### config.mk
export PLATFORM = sky130hd
export DESIGN_NAME = fact_accel_flat
export DESIGN_NICKNAME = d
export VERILOG_FILES = /design/src/rtl/fact_accel_pkg.sv /design/src/rtl/fact_accel_if.sv /design/src/rtl/fact_accel_dp.sv /design/src/rtl/fact_accel.sv /design/src/flat_wrapper.sv
export SDC_FILE = /design/constraint.sdc
export NUM_CORES = 1
export LEC_CHECK = 0
export CORE_ASPECT_RATIO = 0.75
export CORE_MARGIN = 3
export CORE_UTILIZATION = 45
export DETAILED_ROUTE_END_ITERATION = 6
export GPL_TIMING_DRIVEN = 0
export PLACE_DENSITY = 0.68
export SYNTH_ARGS = -nofsm -noshare
export SYNTH_HDL_FRONTEND = slang
export SYNTH_SLANG_ARGS = --single-unit
### constraint.sdc
create_clock -name clk -period 6.6 [get_ports clk]
set_input_delay 1.65 -clock clk [delete_from_list [all_inputs] [get_ports clk]]
set_output_delay 1.65 -clock clk [all_outputs]
set_load 0.01 [all_outputs]
### src/rtl/fact_accel_pkg.sv
// Shared definitions for the factorial accelerator: register offsets,
// STATUS bit positions, FSM encoding and operand limits.
package fact_pkg;

  localparam int N_WIDTH = 4;
  localparam int MAX_N   = 12;

  localparam logic [1:0] FACT_N      = 2'd0;
  localparam logic [1:0] FACT_GO     = 2'd1;
  localparam logic [1:0] FACT_STATUS = 2'd2;
  localparam logic [1:0] FACT_RESULT = 2'd3;

  localparam int STAT_DONE = 0;
  localparam int STAT_BUSY = 1;
  localparam int STAT_ERR  = 2;

  typedef enum logic [1:0] {
    IDLE = 2'd0,
    BUSY = 2'd1,
    DONE = 2'd2
  } state_e;

endpackage

### src/rtl/fact_accel_if.sv
// CPU-side bus and factorial handshake bundle between the core and the accelerator.
interface fact_accel_if;
  logic        sel;
  logic [1:0]  addr;
  logic        we;
  logic [31:0] wd;
  logic [31:0] rd;
  logic        start;
  logic        done;
  logic [31:0] result;

  modport master (output sel, addr, we, wd, start, input rd, done, result);
  modport slave  (input sel, addr, we, wd, start, output rd, done, result);
endinterface

### src/rtl/fact_accel_dp.sv
// Factorial datapath: countdown register, running product and the
// end-of-count comparator.
module fact_dp
  import fact_pkg::*;
(
  input  logic               clk,
  input  logic               reset,
  input  logic               load,
  input  logic               step,
  input  logic [N_WIDTH-1:0] n_in,
  output logic [31:0]        prod,
  output logic               last
);

  logic [N_WIDTH-1:0] cnt_q, cnt_d;
  logic [31:0]        prod_q, prod_d;

  // Only the low 32 bits of each partial product are kept.
  always_comb begin
    cnt_d  = cnt_q;
    prod_d = prod_q;
    if (load) begin
      cnt_d  = n_in;
      prod_d = 32'd1;
    end else if (step) begin
      prod_d = prod_q * 32'(cnt_q);
      cnt_d  = cnt_q - 1'b1;
    end
  end

  always_ff @(posedge clk) begin
    if (!reset) begin
      cnt_q  <= '0;
      prod_q <= '0;
    end else begin
      cnt_q  <= cnt_d;
      prod_q <= prod_d;
    end
  end

  assign prod = prod_q;
  assign last = (cnt_q <= N_WIDTH'(1));

endmodule

### src/rtl/fact_accel.sv
// Memory-mapped factorial accelerator: register file, read mux and the
// IDLE/BUSY/DONE controller driving the fact_dp datapath.
module fact_accel
  import fact_pkg::*;
(
  input  logic         clk,
  input  logic         reset,
  fact_accel_if.slave  bus
);

  state_e             state_q, state_d;
  logic [N_WIDTH-1:0] n_q, n_d;
  logic [31:0]        result_q, result_d;
  logic               done_q, done_d;
  logic               err_q, err_d;
  logic               busy;
  logic               load, step, last;
  logic               wr, launch, n_ok;
  logic [31:0]        prod;

  assign wr     = bus.sel && bus.we;
  assign launch = bus.start || (wr && (bus.addr == FACT_GO) && bus.wd[0]);
  assign n_ok   = (32'(n_q) <= MAX_N);
  assign n_d    = (wr && (bus.addr == FACT_N)) ? bus.wd[N_WIDTH-1:0] : n_q;

  always_ff @(posedge clk) begin
    if (!reset) state_q <= IDLE;
    else        state_q <= state_d;
  end

  always_comb begin
    state_d = state_q;
    case (state_q)
      IDLE, DONE: if (launch) state_d = n_ok ? BUSY : DONE;
      BUSY:       if (last) state_d = DONE;
      default:    state_d = IDLE;
    endcase
  end

  // A launch while BUSY is dropped; an out-of-range N finishes at once with err.
  always_comb begin
    load     = 1'b0;
    step     = 1'b0;
    result_d = result_q;
    done_d   = done_q;
    err_d    = err_q;
    busy     = (state_q == BUSY);
    case (state_q)
      IDLE, DONE: begin
        if (launch && n_ok) begin
          load   = 1'b1;
          done_d = 1'b0;
          err_d  = 1'b0;
        end else if (launch) begin
          result_d = '0;
          done_d   = 1'b1;
          err_d    = 1'b1;
        end
      end
      BUSY: begin
        if (last) begin
          result_d = prod;
          done_d   = 1'b1;
        end else begin
          step = 1'b1;
        end
      end
      default: ;
    endcase
  end

  always_ff @(posedge clk) begin
    if (!reset) begin
      n_q      <= '0;
      result_q <= '0;
      done_q   <= 1'b0;
      err_q    <= 1'b0;
    end else begin
      n_q      <= n_d;
      result_q <= result_d;
      done_q   <= done_d;
      err_q    <= err_d;
    end
  end

  fact_dp u_dp (
    .clk   (clk),
    .reset (reset),
    .load  (load),
    .step  (step),
    .n_in  (n_q),
    .prod  (prod),
    .last  (last)
  );

  always_comb begin
    bus.rd = '0;
    if (bus.sel) begin
      case (bus.addr)
        FACT_N:      bus.rd = 32'(n_q);
        FACT_STATUS: begin
          bus.rd[STAT_DONE] = done_q;
          bus.rd[STAT_BUSY] = busy;
          bus.rd[STAT_ERR]  = err_q;
        end
        FACT_RESULT: bus.rd = result_q;
        default:     bus.rd = '0;
      endcase
    end
  end

  assign bus.done   = done_q;
  assign bus.result = result_q;

endmodule

### src/flat_wrapper.sv
// flat-port wrapper written by rule: the top's interface ports become plain ports
module fact_accel_flat import fact_pkg::*;
  (clk, reset, bus_sel, bus_addr, bus_we, bus_wd, bus_start, bus_rd, bus_done, bus_result);
  fact_accel_if bus_i ();
  input  logic clk;
  input  logic reset;
  input wire logic [$bits(bus_i.sel)-1:0] bus_sel;
  input wire logic [$bits(bus_i.addr)-1:0] bus_addr;
  input wire logic [$bits(bus_i.we)-1:0] bus_we;
  input wire logic [$bits(bus_i.wd)-1:0] bus_wd;
  input wire logic [$bits(bus_i.start)-1:0] bus_start;
  output wire logic [$bits(bus_i.rd)-1:0] bus_rd;
  output wire logic [$bits(bus_i.done)-1:0] bus_done;
  output wire logic [$bits(bus_i.result)-1:0] bus_result;
  assign bus_i.sel = bus_sel;
  assign bus_i.addr = bus_addr;
  assign bus_i.we = bus_we;
  assign bus_i.wd = bus_wd;
  assign bus_i.start = bus_start;
  assign bus_rd = bus_i.rd;
  assign bus_done = bus_i.done;
  assign bus_result = bus_i.result;
  fact_accel u_core (.clk(clk), .reset(reset), .bus(bus_i));
endmodule
[Word level (Yosys, flattened, before mapping)]
Index checks and enable logic that the tools add are counted.
Operators by class
  $mul: 1
  reduce and logical (&&, ||, !) cells: 17
  bitwise gates (word level): 1
  magnitude comparators: 2
  add/subtract/negate cells: 1
  muxes and demuxes: 23
  equality and inequality tests: 9
Operator list (count)
  $mux W32: 4
  $pmux W32 S2: 1
  $pmux W29 S2: 1
  $mul A32 B4 Y32: 1
  $mux W1: 9
  $pmux W3 S3: 1
  $mux W4: 2
  $eq A2 B2 Y1 const B: 3
  $mux W2: 3
  $reduce_bool A2 Y1: 3
  $logic_and A1 B1 Y1: 5
  $eq A2 B1 Y1 const B: 2
  $le A4 B1 Y1 const B: 1
  $le A4 B4 Y1 const B: 1
  $logic_not A2 Y1: 2
  $ne A2 B2 Y1 const B: 2
  $pmux W2 S2: 1
  $reduce_and A2 Y1: 2
  $reduce_and A4 Y1: 1
  $reduce_or A2 Y1: 2
  $sub A4 B1 Y4 const B: 1
  $ne A3 B1 Y1 const B: 1
  $reduce_and A3 Y1: 1
  $ne A2 B1 Y1 const B: 1
  other kinds (3): 3
Word-level totals
  output and inout port bits: 65
  register bits after elaboration: 76
  input port bits: 39

[Longest topological paths before layout]
  word-level depth: 8
  gate-level depth with buffers: 16
  mapped depth without buffers: 13

[By module]
A second synthesis with hierarchy kept.
Unflattened totals
  cells, all modules: 962
  area, all modules: 7688.6 µm²
By module, submodules not included
  fact_dp: instances 1, cells each 688, sequential area each 720.7 µm², area an instance 5315.1 µm²
  fact_accel: instances 1, cells each 274, sequential area each 800.8 µm², area an instance 2373.5 µm²

[Worst setup path after synthesis]
OpenSTA, ideal clock, no wires.
  kind: input port to output port
  start point: input bus_addr[0]
  end point: output bus_rd[3]
  cell stages on the path: 4
  arrival time: 2.497 ns
  path slack: 2.453 ns
  path through: ha_1 -> clkbuf_1 -> a22oi_1 -> nor3b_1
On the way
  longest elaborated chain between the ends: 3
  elaborated cells on any way between the ends: 4
Ends and longest elaborated chain
  from (decl): RTL line flat_wrapper.sv:8  | input wire logic [$bits(bus_i.addr)-1:0] bus_addr;
  $eq A2 B2 Y1 / $logic_not A2 Y1 (equally long branches): RTL line fact_accel.sv:99  | case (bus.addr)
  $pmux W29 S2 *: RTL line fact_accel.sv:99
  $mux W32 *: RTL line fact_accel.sv:98  | if (bus.sel) begin
  to (decl): RTL line flat_wrapper.sv:12  | output wire logic [$bits(bus_i.rd)-1:0] bus_rd;
Mark *: on every way between the ends. The rest lies on a longest branch, timed or not.

[Worst setup path after layout]
  start point: input bus_addr[0]
  end point: output bus_rd[15]
The elaborated chain is that of the path after synthesis.

==> run_results.csv <==
group,metric,value,unit
critical_path,cp-startpoint,"bus_addr[0]",
floorplanning,floorplan.core_area,15570,um^2
logic_synthesis,synth_flop_cell,"sky130_fd_sc_hd__dfxtp_1",
route,num_vias,6844,
clock_network,cts_hold_buf,0,
global_routing,grt_most_used_layer,"met2",
global_routing,all_layer_global_routing_usage,0.2385,
clock_network,worstSkewPairLatency,0.36,ns
global_routing,grt_overflow,0,
logic_synthesis,synthXorXnorAreaFrac,0.02701,
critical_path,worst_setup_path_start_kind,"primary input",
sta,min_period,5.437,ns
pwr,power.share.sequential,0.414,
logic_synthesis,synth_cell_types,66,
logic_synthesis,netlist.area_leader.share,0.2079,
logic_synthesis,compound_cell_area_share_of_the_yosys_netlist,0.1691,
critical_path,r2r_setup_slack,1.58,ns
critical_path,critical_path.endpoint_type,"primary output",
worst_hold_path,worst_hold_path_type,"reg2reg",
logic_synthesis,synth_top_cells_by_area,"sky130_fd_sc_hd__dfxtp_1 21%, sky130_fd_sc_hd__fa_1 16%, sky130_fd_sc_hd__and2_1 7.4%, sky130_fd_sc_hd__ha_1 6.7%, sky130_fd_sc_hd__inv_1 6.5%",
cells_and_area,area_of_combinational_cells_with_multiple_inputs,5084,um^2
logic_synthesis,main_combinational_cell_family_by_area_after_synthesis,"simple AND/OR/NAND/NOR gates",
route,postRouteWirelength,21360,um
critical_path,worstRegToRegCells,13,
critical_path,worstPathRequired,4.95,ns
pwr,pwr_density_cell,131.5,nW/um^2
route,drt_iter0_markers,611,
place,dpl_worst_slack,1.148,ns
global_routing,met3_usage,0.03519,
global_routing,via_count_of_the_first_global_routing_pass,6207,
floorplanning,die_area,17850,um^2
global_routing,grtUsageMet2,0.3607,
sta,setup-tns-final,0,ns
sta,timing_hold_violations_final,0,
critical_path,critical_path.reg2reg.startpoint,"u_core.u_dp.cnt_q[3]$_SDFFE_PN0P_",
sta,worst_clock_skew,0.006991,ns
job,cap_violations,0,
critical_path,worst_r2r_endpoint,"u_core.u_dp.prod[24]$_SDFFE_PP0P_",
logic_synthesis,adder_cell_share_of_the_synthesized_area,0.2226,
sta,period_share,0.8238,
clock_network,numCtsBuffers,9,
logic_synthesis,synth_seq_area_share,0.2079,
cells_and_area,layout.nets,1170,
global_routing,grt_first_pass_wirelength,33670,um
logic_synthesis,yosys-mux-area-fraction,0.007010,
place,port-buffer-count,75,
cells_and_area,fill_cells,1486,
pwr,switching_share,0.2921,
clock_network,postCtsResizedCells,0,
clock_network,postCtsSetupRepairBufs,0,
pwr,static-leakage-power,3.720,nW
cells_and_area,drive_above_1_share,0.04231,
global_routing,gr-usage-met1,0.3604,
floorplanning,row_count,39,
clock_network,clock_root_buffer,"sky130_fd_sc_hd__clkbuf_16",
sta,max-slew-margin-rel,0.5309,
critical_path,worst-endpoint-arrival,3.79,ns
clock_network,cts.sinks,76,
logic_synthesis,synth_enable_flop_cells,0,
floorplanning,die-height,116.4,um
clock_network,cts-htree-levels,3,
logic_synthesis,postSynthAreaPerCell,7.712,um^2
cells_and_area,layout.area.seq,1521,um^2
route,postRouteAntennaNets,0,
clock_network,tritoncts,"yes",
run_status,run_status,"complete, no violations",
floorplanning,floorplan.initialDensity,0.4701,
pwr,worst_ir_drop_vdd,0.0001398,V
pwr,total_switching_power,332.3,uW
logic_synthesis,ys_seq_elements,76,
sta,setup_repair_after_global_routing_missed_its_margin,"false",
logic_synthesis,netlist.top_cell.by_area,"sky130_fd_sc_hd__dfxtp_1",
logic_synthesis,yosys.area_share.simple,0.2689,
logic_synthesis,synthesized_instance_count,949,
critical_path,timing.setup.critical_path_class,"in2out",
route,viasPerCell,5.488,
place,finalWeightedCongestion,0.8949,
cells_and_area,layout-area-overhead-vs-synth,18.14,%
pwr,p_int,805.1,uW
sta,worst_slack,1.163,ns
route,firstDrtPassIters,5,
logic_synthesis,synth_async_sr_flop_share,0,
sta,worst-slew-pin-transition,0.7010,ns
sta,setup-violations-final,0,
sta,max_freq,0.1839,GHz
route,drc,0,
global_routing,grt_start_max_net_pins,17,
critical_path,endpoint,"bus_rd[15]",
logic_synthesis,synthesis.area,7318,um^2
pwr,pwr-share-comb,0.111,
floorplanning,design.portCount,104,
logic_synthesis,synth.net_count,1084,
clock_network,clk_pin_slew_worst_paths,0.07,ns
logic_synthesis,ys_warn_count,0,
critical_path,critical_path_peak_fanout,10,
sta,drv_slew,0,
place,dp_hpwl,16700,um
global_routing,antenna_found_initial,0,
clock_network,bufs_on_longest_clock_path,2,
route,wl_per_cell,17.13,um
pwr,clockPowerShare,0.474,
floorplanning,die-width,153.3,um
==> placed cells by master (no fill, tap or decap), types with 4 or more instances in the layout <==
cell type and instances:
sky130_fd_sc_hd__a21boi_0 38, sky130_fd_sc_hd__a21o_1 9, sky130_fd_sc_hd__a21oi_1 54, sky130_fd_sc_hd__a31oi_1 7
sky130_fd_sc_hd__and2_1 87, sky130_fd_sc_hd__and3_1 31, sky130_fd_sc_hd__buf_1 4, sky130_fd_sc_hd__buf_2 14
sky130_fd_sc_hd__clkbuf_1 33, sky130_fd_sc_hd__clkbuf_16 9, sky130_fd_sc_hd__clkdlybuf4s50_1 75, sky130_fd_sc_hd__dfxtp_1 76
sky130_fd_sc_hd__fa_1 57, sky130_fd_sc_hd__ha_1 39, sky130_fd_sc_hd__inv_1 127, sky130_fd_sc_hd__mux2i_1 4
sky130_fd_sc_hd__nand2_1 126, sky130_fd_sc_hd__nand3_1 48, sky130_fd_sc_hd__nand4_1 12, sky130_fd_sc_hd__nor2_1 38
sky130_fd_sc_hd__nor2b_1 8, sky130_fd_sc_hd__nor3_1 11, sky130_fd_sc_hd__o2111ai_1 4, sky130_fd_sc_hd__o211ai_1 6
sky130_fd_sc_hd__o21a_1 6, sky130_fd_sc_hd__o21ai_0 27, sky130_fd_sc_hd__or4_1 4, sky130_fd_sc_hd__xnor2_1 12
sky130_fd_sc_hd__xor2_1 8
==> registers in the layout, indices dropped and copies added, names as in the netlist <==
register,cells
u_core.bus.result,32
u_core.u_dp.prod,32
u_core.n_q,4
u_core.u_dp.cnt_q,4
u_core.state_q,2
u_core.bus.done,1
u_core.err_q,1
==> cell usage after synthesis, types with 3 or more instances <==
master,instances
sky130_fd_sc_hd__a21o_1,9
sky130_fd_sc_hd__a31oi_1,7
sky130_fd_sc_hd__buf_1,4
sky130_fd_sc_hd__fa_1,57
sky130_fd_sc_hd__nor3_1,11
sky130_fd_sc_hd__xor2_1,8
sky130_fd_sc_hd__a21boi_0,38
sky130_fd_sc_hd__o21a_1,6
sky130_fd_sc_hd__nor2b_1,8
sky130_fd_sc_hd__nand2b_1,3
sky130_fd_sc_hd__and2_1,87
sky130_fd_sc_hd__o21ai_1,3
sky130_fd_sc_hd__a211oi_1,3
sky130_fd_sc_hd__nand2_1,126
sky130_fd_sc_hd__o2111ai_1,4
sky130_fd_sc_hd__mux2i_1,4
sky130_fd_sc_hd__a21oi_1,54
sky130_fd_sc_hd__ha_1,39
sky130_fd_sc_hd__nor2_1,38
sky130_fd_sc_hd__o211ai_1,6
sky130_fd_sc_hd__nand4_1,12
sky130_fd_sc_hd__and3_1,31
sky130_fd_sc_hd__inv_1,127
sky130_fd_sc_hd__buf_2,14
sky130_fd_sc_hd__dfxtp_1,76
sky130_fd_sc_hd__a222oi_1,3
sky130_fd_sc_hd__nand3_1,48
sky130_fd_sc_hd__o21ai_0,27
sky130_fd_sc_hd__or4_1,4
sky130_fd_sc_hd__clkbuf_1,33
sky130_fd_sc_hd__o21bai_1,3
sky130_fd_sc_hd__xnor2_1,12
==> per-layer routing <==
layer	vias to the layer above	wire length (um)
met3	20	1386
met5	-	0
li1	3305	-
met4	0	292
met1	3313	10470
met2	206	9208
==> cell families (layout without fill, tap and decap cells) <==
group | Yosys count | after routing
simple gates | 385 | 385
compound gates | 185 | 185
buf+inv | 181 | 272
fa+ha+maj | 96 | 96
flops | 76 | 76
xor+xnor | 21 | 21
mux | 5 | 5
other cells | 0 | 2
==> critical path, cell delays in order <==
cell and delay [ns]:
sky130_fd_sc_hd__clkdlybuf4s50_1 0.53, sky130_fd_sc_hd__ha_1 0.26, sky130_fd_sc_hd__clkbuf_1 0.54, sky130_fd_sc_hd__and3_1 0.26
sky130_fd_sc_hd__clkdlybuf4s50_1 0.55
==> stage by stage <==
| stage | hold WS, ns | utilization | total power [mW] | std cells | area [um^2] |
|---|---|---|---|---|---|
| after detailed placement | 0.4693 | 0.5348 | 0.6061 | 1229 | 8325 |
| after global placement | 0.4638 | 0.5348 | 0.6061 | 1229 | 8325 |
| after floorplan | 0.4410 | - | 0.5543 | 949 | 7318 |
| final | 0.4742 | 0.5554 | 1.137 | 1247 | 8646 |
| after CTS | 0.4791 | 0.5551 | 1.144 | 1245 | 8641 |
| after global routing | 0.5012 | 0.5551 | 1.173 | 1245 | 8641 |
==> final cells by class <==
class,count,share of cell area
clock buffer,9,0.02605
buffer,54,0.02735
inverter,127,0.05514
sequential,76,0.1760
timing repair buffer,75,0.08683
multi-input combinational,692,0.5880
antenna,2,0.0005789
clock inverter,7,0.01042
tap,205,0.02967
==> power by group through the flow <==
| stage | clock (mW) | sequential (mW) | combinational, mW |
|---|---|---|---|
| 6_report | 0.539 | 0.471 | 0.127 |
| 5_1_grt | 0.563 | 0.472 | 0.138 |
| 4_1_cts | 0.547 | 0.471 | 0.125 |
| 3_5_place_dp | 0 | 0.481 | 0.125 |
| 3_3_place_gp | 0 | 0.481 | 0.125 |
| 2_1_floorplan | 0 | 0.479 | 0.0750 |
==> how the worst min path moves through the flow <==
stage	from	endpoint	slack, ns	depth (start not counted)
after floorplan	u_core.err_q$_SDFFE_PN0P_	u_core.err_q$_SDFFE_PN0P_	0.44	2
after global placement	u_core.bus.result[5]$_SDFFE_PN0P_	u_core.bus.result[5]$_SDFFE_PN0P_	0.46	2
after detailed placement	u_core.bus.result[5]$_SDFFE_PN0P_	u_core.bus.result[5]$_SDFFE_PN0P_	0.47	2
after CTS	u_core.bus.result[8]$_SDFFE_PN0P_	u_core.bus.result[8]$_SDFFE_PN0P_	0.48	2
after global routing	u_core.bus.result[7]$_SDFFE_PN0P_	u_core.bus.result[7]$_SDFFE_PN0P_	0.50	2
final	u_core.bus.result[8]$_SDFFE_PN0P_	u_core.bus.result[8]$_SDFFE_PN0P_	0.47	2
Power figures use the tool's default switching activity.
